## config.mk

```make
export PLATFORM = sky130hd
export DESIGN_NAME = spi_reg_ctrl
export DESIGN_NICKNAME = d
export VERILOG_FILES = /design/src/rtl/spi_ctrl_pkg.sv /design/src/rtl/spi_regfile.sv /design/src/rtl/spi_reg_ctrl.sv
export SDC_FILE = /design/constraint.sdc
export NUM_CORES = 1
export LEC_CHECK = 0
export ABC_AREA = 1
export BUFFER_PORTS_ARGS = -buffer_cell sky130_fd_sc_hd__buf_2
export CAP_MARGIN = 10
export CORE_MARGIN = 5
export CORE_UTILIZATION = 30
export CTS_CLUSTER_SIZE = 24
export DETAILED_ROUTE_END_ITERATION = 10
export GPL_ROUTABILITY_DRIVEN = 0
export MAX_ROUTING_LAYER = met4
export SYNTH_ARGS = -nofsm -noshare
export SYNTH_HDL_FRONTEND = slang
export SYNTH_SLANG_ARGS = --single-unit
```

## constraint.sdc

```tcl
create_clock -name clk -period 5.8 [get_ports clk]
set_clock_uncertainty 0.2 [all_clocks]
set_input_delay 1.16 -clock clk [delete_from_list [all_inputs] [get_ports clk]]
set_output_delay 1.16 -clock clk [all_outputs]
set_load 0.01 [all_outputs]
```

## src/rtl/spi_ctrl_pkg.sv

```systemverilog
// Shared constants and types for the SPI register controller.
package spi_ctrl_pkg;

    localparam logic [7:0] OP_WRITE  = 8'h02;
    localparam logic [7:0] OP_READ   = 8'h03;
    localparam logic [7:0] OP_STATUS = 8'h05;

    // Bit positions inside the sticky err vector.
    localparam int unsigned ERR_OPCODE = 0;
    localparam int unsigned ERR_RANGE  = 1;
    localparam int unsigned ERR_W      = 2;

    typedef enum logic [2:0] {
        ST_IDLE,
        ST_OPCODE,
        ST_ADDR,
        ST_WDATA,
        ST_RDATA,
        ST_STAT,
        ST_DISCARD
    } spi_ctrl_state_e;

endpackage

```

## src/rtl/spi_regfile.sv

```systemverilog
// DEPTH x 8 single-port register bank: synchronous read, write at clock edge,
// contents cleared by the asynchronous reset.
module spi_regfile #(
    parameter int unsigned DEPTH = 16,
    parameter int unsigned AW    = $clog2(DEPTH)
) (
    input  logic          clk,
    input  logic          rst,
    input  logic          en,
    input  logic          we,
    input  logic [AW-1:0] addr,
    input  logic [7:0]    wdata,
    output logic [7:0]    rdata
);

    logic [7:0] mem_q [DEPTH];
    logic [7:0] mem_d [DEPTH];
    logic [7:0] rdata_q;
    logic [7:0] rdata_d;

    // Single access per cycle: write updates storage, read updates the output register.
    always_comb begin
        mem_d   = mem_q;
        rdata_d = rdata_q;
        if (en) begin
            if (we) begin
                mem_d[addr] = wdata;
            end else begin
                rdata_d = mem_q[addr];
            end
        end
    end

    // Storage and read-data registers.
    always_ff @(posedge clk or posedge rst) begin
        if (rst) begin
            for (int i = 0; i < int'(DEPTH); i++) begin
                mem_q[i] <= 8'h00;
            end
            rdata_q <= 8'h00;
        end else begin
            mem_q   <= mem_d;
            rdata_q <= rdata_d;
        end
    end

    assign rdata = rdata_q;

endmodule

```

## src/rtl/spi_reg_ctrl.sv

```systemverilog
// SPI command decoder and register bank shared with one local requester.
// SPI accesses are issued as registered single-cycle requests and always win
// the regfile port; the local side is granted whenever SPI is not using it.
module spi_reg_ctrl
    import spi_ctrl_pkg::*;
#(
    parameter int unsigned DEPTH = 16,
    parameter int unsigned AW    = $clog2(DEPTH)
) (
    input  logic          clk,
    input  logic          rst,
    input  logic          frame_start,
    input  logic          frame_end,
    input  logic          rx_valid,
    input  logic [7:0]    rx_byte,
    output logic [7:0]    tx_byte,
    input  logic          loc_req,
    input  logic          loc_we,
    input  logic [AW-1:0] loc_addr,
    input  logic [7:0]    loc_wdata,
    output logic          loc_gnt,
    output logic [7:0]    loc_rdata,
    output logic [1:0]    err
);

    localparam int unsigned RW = 9;

    spi_ctrl_state_e   state_q, state_d;
    logic              is_read_q, is_read_d;
    logic [AW-1:0]     addr_q, addr_d;
    logic              spi_req_q, spi_req_d;
    logic              spi_we_q, spi_we_d;
    logic [AW-1:0]     spi_addr_q, spi_addr_d;
    logic [7:0]        spi_wdata_q, spi_wdata_d;
    logic              rd_pend_q, rd_pend_d;
    logic [7:0]        tx_byte_q, tx_byte_d;
    logic [ERR_W-1:0]  err_q, err_d;

    logic              rf_en;
    logic              rf_we;
    logic [AW-1:0]     rf_addr;
    logic [7:0]        rf_wdata;
    logic [7:0]        rf_rdata;
    logic [AW-1:0]     addr_inc;
    logic [AW-1:0]     rx_addr;

    assign addr_inc = addr_q + AW'(1);
    assign rx_addr  = rx_byte[AW-1:0];

    // Fixed-priority arbiter: the registered SPI request owns the port when present.
    assign loc_gnt  = loc_req & ~spi_req_q & ~rst;
    assign rf_en    = spi_req_q | loc_gnt;
    assign rf_we    = spi_req_q ? spi_we_q    : loc_we;
    assign rf_addr  = spi_req_q ? spi_addr_q  : loc_addr;
    assign rf_wdata = spi_req_q ? spi_wdata_q : loc_wdata;

    spi_regfile #(
        .DEPTH (DEPTH),
        .AW    (AW)
    ) u_regfile (
        .clk   (clk),
        .rst   (rst),
        .en    (rf_en),
        .we    (rf_we),
        .addr  (rf_addr),
        .wdata (rf_wdata),
        .rdata (rf_rdata)
    );

    // Frame decode, address counter, SPI request generation and error flags.
    always_comb begin
        state_d     = state_q;
        is_read_d   = is_read_q;
        addr_d      = addr_q;
        spi_req_d   = 1'b0;
        spi_we_d    = 1'b0;
        spi_addr_d  = spi_addr_q;
        spi_wdata_d = spi_wdata_q;
        rd_pend_d   = spi_req_q & ~spi_we_q;
        err_d       = err_q;

        if (frame_end) begin
            // A byte coinciding with frame_end is dropped.
            state_d = ST_IDLE;
            if (state_q == ST_STAT) begin
                err_d = '0;
            end
        end else if (frame_start) begin
            state_d = ST_OPCODE;
        end else if (rx_valid) begin
            unique case (state_q)
                ST_OPCODE: begin
                    unique case (rx_byte)
                        OP_WRITE: begin
                            is_read_d = 1'b0;
                            state_d   = ST_ADDR;
                        end
                        OP_READ: begin
                            is_read_d = 1'b1;
                            state_d   = ST_ADDR;
                        end
                        OP_STATUS: begin
                            state_d = ST_STAT;
                        end
                        default: begin
                            err_d[ERR_OPCODE] = 1'b1;
                            state_d           = ST_DISCARD;
                        end
                    endcase
                end
                ST_ADDR: begin
                    addr_d = rx_addr;
                    if (RW'(rx_byte) >= RW'(DEPTH)) begin
                        err_d[ERR_RANGE] = 1'b1;
                    end
                    if (is_read_q) begin
                        // Prefetch the first read byte right away.
                        spi_req_d  = 1'b1;
                        spi_addr_d = rx_addr;
                        state_d    = ST_RDATA;
                    end else begin
                        state_d = ST_WDATA;
                    end
                end
                ST_WDATA: begin
                    spi_req_d   = 1'b1;
                    spi_we_d    = 1'b1;
                    spi_addr_d  = addr_q;
                    spi_wdata_d = rx_byte;
                    addr_d      = addr_inc;
                end
                ST_RDATA: begin
                    spi_req_d  = 1'b1;
                    spi_addr_d = addr_inc;
                    addr_d     = addr_inc;
                end
                default: begin
                end
            endcase
        end
    end

    // Response byte: status in STAT, prefetched data in RDATA, zero otherwise.
    always_comb begin
        tx_byte_d = 8'h00;
        unique case (state_q)
            ST_STAT:  tx_byte_d = {6'b0, err_q};
            ST_RDATA: tx_byte_d = rd_pend_q ? rf_rdata : tx_byte_q;
            default:  tx_byte_d = 8'h00;
        endcase
    end

    // Controller state registers.
    always_ff @(posedge clk or posedge rst) begin
        if (rst) begin
            state_q     <= ST_IDLE;
            is_read_q   <= 1'b0;
            addr_q      <= '0;
            spi_req_q   <= 1'b0;
            spi_we_q    <= 1'b0;
            spi_addr_q  <= '0;
            spi_wdata_q <= 8'h00;
            rd_pend_q   <= 1'b0;
            tx_byte_q   <= 8'h00;
            err_q       <= '0;
        end else begin
            state_q     <= state_d;
            is_read_q   <= is_read_d;
            addr_q      <= addr_d;
            spi_req_q   <= spi_req_d;
            spi_we_q    <= spi_we_d;
            spi_addr_q  <= spi_addr_d;
            spi_wdata_q <= spi_wdata_d;
            rd_pend_q   <= rd_pend_d;
            tx_byte_q   <= tx_byte_d;
            err_q       <= err_d;
        end
    end

    assign tx_byte   = tx_byte_q;
    assign loc_rdata = rf_rdata;
    assign err       = err_q;

endmodule

```

Word-level counts from Yosys, hierarchy flattened
Index checks and enable logic that the tools add are counted.
Word-level totals
  input port bits: 27
  latch bits: 0
  memories: 0
  word-level logic and storage cells: 116
  memory bits (read-only): 0
  bits in writable memories: 0
  output and inout port bits: 19
  flip-flop bits (word level): 169
Cells by class
  equality and inequality tests: 13
  muxes and demuxes: 38
  divide/modulo/power cells: 0
  $mul: 0
  $lt $le $gt $ge: 3
  bitwise operators: 11
  shift-type cells: 0
  reductions and logical operators: 22
  add/sub/neg operators: 1
Operators with widths (number)
  $bwmux 128: 1
  $mux 8: 5
  $bmux 8 s4: 1
  $demux 8 s4: 1
  $reduce_and 5->1: 4
  $eq 8x2->1 const B: 2
  $pmux 8 s2: 1
  $mux 1: 13
  $mux 3: 4
  $pmux 3 s2: 2
  $pmux 4 s3: 1
  $reduce_bool 2->1: 6
  $eq 8x3->1 const B: 1
  $ge 8x5->1 const B: 1
  $mux 2: 4
  $mux 4: 2
  $pmux 4 s2: 1
  $reduce_and 4->1: 2
  $eq 3x2->1 const B: 2
  $eq 3x3->1 const B: 2
  $ne 2x1->1 const B: 3
  $not 1->1: 6
  $reduce_and 2->1: 3
  $reduce_bool 3->1: 2
  13 further kinds: 18

Logic depth before layout (Yosys ltp)
  depth in word-level cells: 7
  mapped depth: 14
  mapped depth without buffers: 11

Modules after synthesis
A second synthesis with hierarchy kept.
Unflattened totals
  cells, all modules: 1072
  area total of the unflattened synthesis: 8089.0 µm²
By module, submodules not included
  spi_regfile: area each 6223.5 µm², sequential area each 3403.3 µm², times used 1, cells an instance 813
  spi_reg_ctrl: area each 1865.5 µm², sequential area each 825.8 µm², times used 1, cells an instance 259

Worst setup path after synthesis
No wires, ideal clock.
  path kind: input-to-output
  start point: in rst
  end point: out loc_gnt
  buffers on the path: 0
  arrival: 1450 ps
  cell stages on the path: 1
  data required time: 4440 ps
  slack: 2990 ps
  cells stage by stage: nor3_1
Between the ends
  cells in the longest elaborated chain, start to end: 2
Ends and longest elaborated chain
  start, declared: line spi_reg_ctrl.sv:11  | input logic rst,
  $not 1->1: line spi_reg_ctrl.sv:51  | assign loc_gnt = loc_req & ~spi_req_q & ~rst;
  $and 1x1->1: line spi_reg_ctrl.sv:51
  end, declared: line spi_reg_ctrl.sv:21  | output logic loc_gnt,
No other way between the ends.

Worst setup path after layout
  start point: reg spi_req_q
  end point: reg u_regfile.mem_q[51] in the netlist's numbering
Between the ends
  cells in the longest elaborated chain, start to end: 7
  elaborated cells between the ends (all ways): 15
  classes of those cells: order compare (2); mux (6); bitwise (5); reduce/logical (2)
Ends and longest elaborated chain
  start, declared: line spi_reg_ctrl.sv:31  | logic spi_req_q, spi_req_d;
  start signal, assigned: line spi_reg_ctrl.sv:170  | spi_req_q <= spi_req_d;
  $mux 4: line spi_reg_ctrl.sv:54  | assign rf_addr = spi_req_q ? spi_addr_q : loc_addr;
  $not 4->5 (not written as such): line spi_regfile.sv:27  | mem_d[addr] = wdata;
  $ge 5x5->1 (not written as such) or $lt 5x1->1 (tied branches): line spi_regfile.sv:27
  $logic_and 1x1->1 (not written as such): line spi_regfile.sv:27
  $mux 8 (not written as such): line spi_regfile.sv:27
  $demux 8 s4: line spi_regfile.sv:27
  $bwmux 128: line spi_regfile.sv:27
  end signal, assigned: line spi_regfile.sv:42  | mem_q <= mem_d;
  end, declared: line spi_regfile.sv:16  | logic [7:0] mem_q [DEPTH];
Parallel ways exist; a longest one is shown, timed or not.
A chain may end at the register's enable or synchronous reset.

==> impl_metrics.env <==
export IMPL_ant_nets=0
export IMPL_worstHoldPathCells=1
export IMPL_fin_crit_sh_pct=64.1
export IMPL_start_util_pct=30.1
export IMPL_cts_tree="done"
export IMPL_grt_ovfl_total=0
export IMPL_cpPeakStageDelay_ns=0.92
export IMPL_tns_ns=0
export IMPL_placed_area_sq_mm=0.00858
export IMPL_synth_area_leader_cell="dfrtp_1"
export IMPL_crit_required_ns=5.90
export IMPL_finalCriticalPeriod_ns=3.72
export IMPL_synth_seq_cells=169
export IMPL_dieArea_sq_mm=0.0302
export IMPL_endpoint_kind="register"
export IMPL_hold_viol=0
export IMPL_syn_nets=1060
export IMPL_slowest_stage="dfrtp_1"
export IMPL_path_class="reg2reg"
export IMPL_worst_path_buf_inv=1
export IMPL_ios=46
export IMPL_drive_gt1_share_pct=10.5
export IMPL_leakage_nw=4.49
export IMPL_synthToLayoutAreaGrowth_pct=13.9
export IMPL_vias=6769
export IMPL_path_max_fanout=34
export IMPL_synthArstFlopShare_pct=100
export IMPL_holdCritPathClass="reg2reg"
export IMPL_die_y_microns=174
export IMPL_rsz0062_at_grt="false"
export IMPL_cts_root_buffer="clkbuf_16"
export IMPL_nNetsFinal=1083
export IMPL_clock_sinks=169
export IMPL_slew_violations=0
export IMPL_clk_latency_ns=0.43
export IMPL_cts_made_buffers=17
export IMPL_wl_per_cell_microns=15.7
export IMPL_row_count=60
export IMPL_viasPerCell=4.80
export IMPL_die_width_microns=174
export IMPL_antenna_found_initial=1
export IMPL_synth_edf_count=0
export IMPL_cts_path_max_buffers=2
export IMPL_gr_usage_all_layers_pct=15.5
export IMPL_synthFlopType="dfrtp_1"
export IMPL_fin_area_sq_mm=0.00918
export IMPL_hpwl_microns=14100
export IMPL_synth_most_common_cell="nand2_1"
export IMPL_relSlewSlack_pct=30.1
export IMPL_grt_max_degree=131
export IMPL_cts_resized=0
export IMPL_tightestPinTransition_ns=1.04
export IMPL_path_delay_family="simple AND/OR/NAND/NOR gates"
export IMPL_startpoint_type="register"
export IMPL_htreeDepth=4
export IMPL_cts_hold_buf=0
export IMPL_fmax_mhz=269
export IMPL_io_buffer_count=45
export IMPL_setup_violations=0
export IMPL_synth_warnings=0
export IMPL_yosysSeqAreaShare_pct=52.5
export IMPL_vdd_drop_max_mv=0.189
export IMPL_syn_inst=1032
export IMPL_maxCapViolations=0
export IMPL_wl_microns=22200
export IMPL_syn_mean_instance_area_sq_um=7.80
export IMPL_coreArea_sq_mm=0.0267
export IMPL_critical_path_arrival_ns=3.82
export IMPL_synthTopCellsByArea="dfrtp_1 (53%), nand2_1 (19%), o21ai_0 (8.0%)"
export IMPL_synthDistinctLibCells=30
export IMPL_post_cts_buffers=0
export IMPL_drt_pass1_iter_count=6
export IMPL_power_density_mw_per_mm2=335
export IMPL_cp_num_cells=7
export IMPL_drcViolationCount=0
export IMPL_path_clk_slew_ns=0.07
export IMPL_grt_pass1_vias=6708
export IMPL_crit_path_cell_trace="inv_2, nand2_1, nand2_2, nor3_4, nand2_2, nand2_1, o21ai_0"
export IMPL_syn_area_sq_mm=0.00805
export IMPL_reg2reg_depth=7
export IMPL_status="finished, final reports clean"
export IMPL_synth_top_cells_by_count="nand2_1 (417), dfrtp_1 (169), o21ai_0 (129)"
export IMPL_synth_top_cell_area_share_pct=52.5
export IMPL_drtIter0Drc=688
export IMPL_grt_pass1_wl_microns=36500
## cell families after synthesis
kind of cell    share of synthesized area, %
xor+xnor                               0.218
flops                                   52.5
mux                                     1.40
fa+ha+maj                              0.155
compound gates                          10.8
buf+inv                                 5.27
simple gates                            29.6
## where the power goes
group | switching, mW | leakage [nW] | total, mW | internal (mW)
clock network | 0.476 | 0.287 | 1.17 | 0.689
registers | 0.105 | 2.24 | 1.46 | 1.35
logic | 0.286 | 1.97 | 0.452 | 0.166
## final timing paths
path | slack (ns) | to | start
worst max-delay path | 2.08 | u_regfile.mem_q[51]$_DFFE_PP0P_ | spi_req_q$_DFF_PP0_
worst min-delay path | 0.23 | rd_pend_q$_DFF_PP0_ | spi_we_q$_DFF_PP0_
worst max register to register | 2.08 | u_regfile.mem_q[51]$_DFFE_PP0P_ | spi_req_q$_DFF_PP0_
worst min register to register | 0.23 | rd_pend_q$_DFF_PP0_ | spi_we_q$_DFF_PP0_
max in group asynchronous | 3.49 | u_regfile.mem_q[99]$_DFFE_PP0P_ | rst
min in group asynchronous | 0.73 | err[0]$_DFFE_PP0P_ | rst
## state kept, by name (all words and copies together) (netlist names)
signal / cells
rd_pend_q: 1
is_read_q: 1
u_regfile.mem_q: 128
addr_q: 4
spi_wdata_q: 8
u_regfile.rdata: 8
err: 2
spi_req_q: 1
tx_byte: 8
state_q: 3
spi_we_q: 1
spi_addr_q: 4
## layout make-up
class | count | area, sq um
diodes | 1 | 2.50
clock buffers | 21 | 450
clock inverters | 11 | 146
fillers | 2819 | 17600
inverters | 44 | 169
multi-input cells | 763 | 3400
flip-flops and latches | 169 | 4230
well taps | 341 | 427
repair buffers | 60 | 350
## stage by stage
step           cells  hold WS [ns]  power (mW)  setup WS, ns  util, %
2_1_floorplan   1032         0.198        1.78          2.29        -
3_3_place_gp    1377         0.213        1.92          1.99     32.1
3_5_place_dp    1377         0.220        1.93          1.93     32.1
4_1_cts         1409         0.233        3.10          2.08     34.3
5_1_grt         1410         0.257        3.25          1.73     34.3
6_report        1410         0.231        3.08          2.08     34.3
## placed cells by master (no fill, tap or decap), types with 3 or more instances in the layout
master and count:
nand2_1 417, dfrtp_1 169, o21ai_0 129, nand3_1 96
nor2_1 45, buf_2 45, inv_1 40, o21ai_1 32
clkbuf_16 17, buf_4 14, nand2_2 11, mux2i_1 9
nor3_4 4, a21oi_1 4, clkinvlp_4 3, clkinv_2 3
clkbuf_1 3, bufinv_16 3
## layer usage
| layer | routed length, microns | track usage [%] |
|---|---|---|
| met5 | 0 | - |
| met4 | 677 | 5.97 |
| met3 | 1010 | 2.88 |
| met2 | 10100 | 23.6 |
| met1 | 10400 | 20.7 |
(Power assumes the default switching activity.)
